`config.mk`:
```
export PLATFORM = sky130hd
export DESIGN_NAME = fma_dot_sequencer
export DESIGN_NICKNAME = d
export VERILOG_FILES = /design/src/rtl/fma_dot_sequencer.sv
export SDC_FILE = /design/constraint.sdc
export NUM_CORES = 1
export LEC_CHECK = 0
export CORE_MARGIN = 1.5
export CORE_UTILIZATION = 39
export DETAILED_ROUTE_END_ITERATION = 8
export PLACE_DENSITY = 0.88
export SETUP_SLACK_MARGIN = 0.1
export SLEW_MARGIN = 20
export SYNTH_ARGS = -nofsm -noshare
export SYNTH_HDL_FRONTEND = slang
export SYNTH_SLANG_ARGS = --single-unit
```
`constraint.sdc`:
```
create_clock -name clk_in -period 2.5 [get_ports clk_in]
set_clock_uncertainty 0.15 [all_clocks]
set_input_delay 0.25 -clock clk_in [delete_from_list [all_inputs] [get_ports clk_in]]
set_output_delay 0.25 -clock clk_in [all_outputs]
set_load 0.02 [all_outputs]
```
`src/rtl/fma_dot_sequencer.sv`:
```
// Sequences a dot-product job through an external FMA unit.
// Ports: clk/rst, job start/len/bias, x and w operand streams, FMA operands/controls, result stream, count.
module fma_dot_sequencer #(
  parameter int WIDTH    = 16,
  parameter int LEN_BITS = 8
) (
  input  logic                clk_in,
  input  logic                rst_n_in,
  input  logic                start_in,
  input  logic [LEN_BITS-1:0] len_in,
  input  logic [WIDTH-1:0]    bias_in,
  output logic                busy_out,
  input  logic [WIDTH-1:0]    x_in,
  input  logic                x_valid_in,
  output logic                x_ready_out,
  input  logic [WIDTH-1:0]    w_in,
  input  logic                w_valid_in,
  output logic                w_ready_out,
  output logic [WIDTH-1:0]    fma_a_out,
  output logic [WIDTH-1:0]    fma_b_out,
  output logic [WIDTH-1:0]    fma_c_out,
  output logic                fma_a_valid_out,
  output logic                fma_b_valid_out,
  output logic                fma_c_valid_out,
  output logic                fma_compute_out,
  input  logic [WIDTH-1:0]    fma_out_in,
  output logic [WIDTH-1:0]    result_out,
  output logic                result_valid_out,
  input  logic                result_ready_in,
  output logic [LEN_BITS-1:0] count_out
);

  typedef enum logic [1:0] {
    IDLE,
    ACCUM,
    SETTLE,
    DONE
  } state_t;

  state_t state, state_nx;

  logic [LEN_BITS-1:0] len_q;
  logic [LEN_BITS-1:0] count_q;
  logic [WIDTH-1:0]    bias_q;
  logic [WIDTH-1:0]    result_q;
  logic                first_q;
  logic                fire;
  logic                last;

  // A pair is only taken when both streams offer at once.
  assign fire = (state == ACCUM) & x_valid_in & w_valid_in;
  assign last = (count_q == len_q - LEN_BITS'(1));

  always_ff @(posedge clk_in or negedge rst_n_in) begin
    if (!rst_n_in) state <= IDLE;
    else           state <= state_nx;
  end

  always_comb begin
    state_nx = state;
    unique case (state)
      IDLE: begin
        if (start_in) begin
          if (len_in != '0) state_nx = ACCUM;
          else              state_nx = DONE;
        end
      end
      ACCUM: begin
        if (fire && last) state_nx = SETTLE;
      end
      SETTLE: state_nx = DONE;
      DONE: begin
        if (result_ready_in) state_nx = IDLE;
      end
    endcase
  end

  always_ff @(posedge clk_in or negedge rst_n_in) begin
    if (!rst_n_in) begin
      len_q    <= '0;
      count_q  <= '0;
      bias_q   <= '0;
      result_q <= '0;
      first_q  <= 1'b0;
    end else begin
      unique case (state)
        IDLE: begin
          if (start_in) begin
            len_q   <= len_in;
            bias_q  <= bias_in;
            count_q <= '0;
            first_q <= 1'b1;
            if (len_in == '0) result_q <= bias_in;
          end
        end
        ACCUM: begin
          if (fire) begin
            count_q <= count_q + LEN_BITS'(1);
            first_q <= 1'b0;
          end
        end
        // FMA output has updated on the edge that ended the final fire.
        SETTLE: result_q <= fma_out_in;
        DONE: ;
      endcase
    end
  end

  always_comb begin
    busy_out         = (state != IDLE);
    x_ready_out      = (state == ACCUM) & w_valid_in;
    w_ready_out      = (state == ACCUM) & x_valid_in;
    fma_a_out        = '0;
    fma_b_out        = '0;
    fma_c_out        = '0;
    fma_a_valid_out  = 1'b0;
    fma_b_valid_out  = 1'b0;
    fma_c_valid_out  = 1'b0;
    fma_compute_out  = 1'b0;
    result_valid_out = (state == DONE);
    result_out       = result_q;
    count_out        = count_q;
    if (fire) begin
      fma_a_out       = x_in;
      fma_b_out       = w_in;
      fma_a_valid_out = 1'b1;
      fma_b_valid_out = 1'b1;
      fma_compute_out = 1'b1;
      // Seed the accumulator with the bias only on the job's first pair.
      if (first_q) begin
        fma_c_out       = bias_q;
        fma_c_valid_out = 1'b1;
      end
    end
  end

endmodule
```
==> results_dict.tcl <==
set metrics [dict create \
    pwr-share-clk 0.262 \
    antenna_left 0 \
    maxSlewHeadroom 0.6140 \
    cellInternalPower_mw 1.317 \
    pre_cts_ws_ns 0.1130 \
    grt_pass1_vias 2686 \
    crit_path_start_kind "flop" \
    cts.sink_count 51 \
    finalNonFillerCells 538 \
    grt_start_max_net_pins 31 \
    fin_setup_tns_ns 0 \
    grt_pass1_wl_um 12860 \
    combinationalPowerShare 0.246 \
    power_density_nw_per_um2 402.5 \
    r2r_slack_ns 0.35 \
    multi_input_area_um2 1485 \
    final.fill_count 596 \
    fp.dieW_um 88.66 \
    global_route.usage.met2 0.4015 \
    drive_above_1_share 0.1412 \
    die_height_um 88.66 \
    yosysSeqAreaShare 0.4460 \
    cpLargestDelayFamily "buffers and inverters" \
    synthCells 282 \
    ys.flop_type "dfrtp_1" \
    diodes 0 \
    dpl_cell_area_um2 4591 \
    cts-root-buf "clkbuf_8" \
    drc 0 \
    slowest_delay_ns 0.43 \
    rsz0062_at_grt "true" \
    p_sw_uw 536.5 \
    crit_type "reg2out" \
    fin_crit_sh 0.9376 \
    rows 31 \
    worst_pin_slew_ns 0.5790 \
    critPathMaxFanout 30 \
    worst_ep_required_time_ns 2.10 \
    syn_nets 366 \
    clk_latency_ns 0.30 \
    grtUsageMet3 0.05317 \
    max_freq_ghz 0.4266 \
    sw_frac_of_total 0.2895 \
    start_util 0.3988 \
    crit_chain "inv_1, ha_1, and3_2, buf_12, and3_1, clkdlybuf4s15_1" \
    maxCapViolCount 0 \
    slew_violations 0 \
    status "completed" \
    busiest_layer "met2" \
    ir_worst_vdd_uv 310.4 \
    synth_cell_types 38 \
    fin_nets 522 \
    areaGrowthSynthToFinish_pct 60.91 \
    met1_usage 0.2389 \
    end_kind "output pin" \
    fin_crit_ns 2.344 \
    vias_per_cell 4.801 \
    design.core.area_um2 7176 \
    antenna_found_initial 0 \
    gp_congestion 0.7719 \
    power.share.sequential 0.492 \
    fin_ws_ns 0.1561 \
    drtIter0Drc 60 \
    fin_area_um2 4604 \
    hold_class "in2async" \
    final_util 0.6417 \
    async_flop_share 1.000 \
    hpwlAfterDp_um 6381 \
    ys_seq_elements 51 \
    grt_overflow 0 \
    synth_edf_count 0 \
    cts-htree-levels 2 \
    clockBufferDepth 2 \
    ios 158 \
    place_inst 529 \
    worst_path_max_delay_cell "dfrtp_1" \
    via_count 2583 \
    crit_buf_inv 3 \
    dieArea_um2 7860 \
    clk_pin_slew_ns 0.10 \
    drt_wl_total_um 8199 \
    wl_per_cell_um 15.24 \
    hold_violations 0 \
    cts_tree "built" \
    seqCellArea_um2 1276 \
    avgSynthCellArea_um2 10.15 \
    worstPathArrival_ns 1.94 \
    p_leak_nw 2.172 \
    grt_use_total 0.2127 \
    finalSetupViolCount 0 \
    drt_first_pass_iters 4 \
    port_buffers 157 \
    numCtsBuffers 5 \
    synthesis.area_um2 2861 \
    ys_warn_count 0 \
]
-- state kept, by name, summed over array words and instances, names as in the netlist --
register / cells
bias_q: 16
state: 2
first_q: 1
result_out: 16
len_q: 8
count_out: 8
-- cells by family after synthesis --
| kind of cell | after synthesis | synth area share |
|---|---|---|
| AO/OA/AOI/OAI | 39 | 0.08571 |
| XOR/XNOR | 13 | 0.03979 |
| multiplexers | 42 | 0.1592 |
| buffers and inverters | 24 | 0.03717 |
| adder cells (fa/ha/maj) | 6 | 0.02623 |
| AND/OR/NAND/NOR | 107 | 0.2060 |
| flip-flops | 51 | 0.4460 |
-- worst paths after layout --
path	from	end	depth (start not counted)
max in group asynchronous	rst_n_in	result_out[0]	3
max	state[1]	fma_c_out[1]	6
max reg2reg	state[0]	state[1]	7
min	rst_n_in	len_q[7]	2
min in group clk_in	result_out[12]	result_out[12]	2
min reg2reg	result_out[12]	result_out[12]	2
-- metal layers --
layer / up-vias / share of wire
met5: - / 0
met4: 0 / 0.0043
met3: 4 / 0.050
met2: 67 / 0.56
met1: 1240 / 0.39
li1: 1272 / -
-- repair_timing --
action | 4_1_cts | 5_1_grt
hold buffers | 1 | 0
resized for setup | 53 | 49
buffers inserted | 0 | 0
endpoints found under the hold margin | 24 | 0
endpoints found under the setup margin | 52 | 35
-- layout by cell type, fill, tap and decap left out, drive strengths merged, types with 2 or more instances in the layout --
cell type / Yosys / layout
or2: 2 / 2
xnor2: 8 / 8
clkdlybuf4s50: 0 / 102
clkdlybuf4s15: 0 / 19
nand3: 3 / 3
o21ai: 26 / 26
clkbuf: 10 / 19
nand4: 2 / 2
nor2b: 3 / 3
nor2: 7 / 7
nand2: 27 / 27
and3: 17 / 17
ha: 6 / 6
nor3: 3 / 3
o31ai: 4 / 4
dlymetal6s2s: 0 / 2
dlygate4sd2: 0 / 19
mux2: 25 / 25
clkinv: 0 / 2
dfrtp: 51 / 51
buf: 8 / 10
mux2i: 17 / 17
xor2: 5 / 5
a21o: 3 / 3
inv: 6 / 7
and2: 37 / 37
-- power by group through the flow --
stage	sequential (mW)	combinational, mW	clock (mW)
6_report	0.911	0.456	0.486
5_1_grt	0.919	0.500	0.537
4_1_cts	0.910	0.458	0.498
2_1_floorplan	0.950	0.160	0
3_3_place_gp	0.926	0.462	0
3_5_place_dp	0.927	0.472	0
-- Yosys cell counts, types with 5 or more instances --
master    count  area share
and2_1       37       0.081
xnor2_1       8       0.024
ha_1          6       0.026
mux2_2       24       0.094
xor2_1        5       0.015
dfrtp_1      51        0.45
nor2_1        7      0.0092
nand2_1      27       0.035
mux2i_1      17       0.059
and3_1       17       0.037
o21ai_0      25       0.044
clkbuf_1     10       0.013
inv_1         6      0.0079
-- per-stage QoR --
stage	power (mW)	hold slack, ns
CTS	1.866	0.3390
finish	1.853	0.3217
floorplan	1.110	-0.1956
global placement	1.388	0.1339
detailed placement	1.399	0.1391
global route	1.955	0.3790
-- area by class of cell --
| cell class | instances | area share |
|---|---|---|
| clock buffer | 5 | 0.01495 |
| timing repair buffer | 167 | 0.3486 |
| inverter | 6 | 0.004891 |
| clock inverter | 3 | 0.004891 |
| tap | 99 | 0.02690 |
| multi-input combinational | 207 | 0.3226 |
| sequential | 51 | 0.2772 |
No activity file was read; power rests on OpenSTA's default activity.
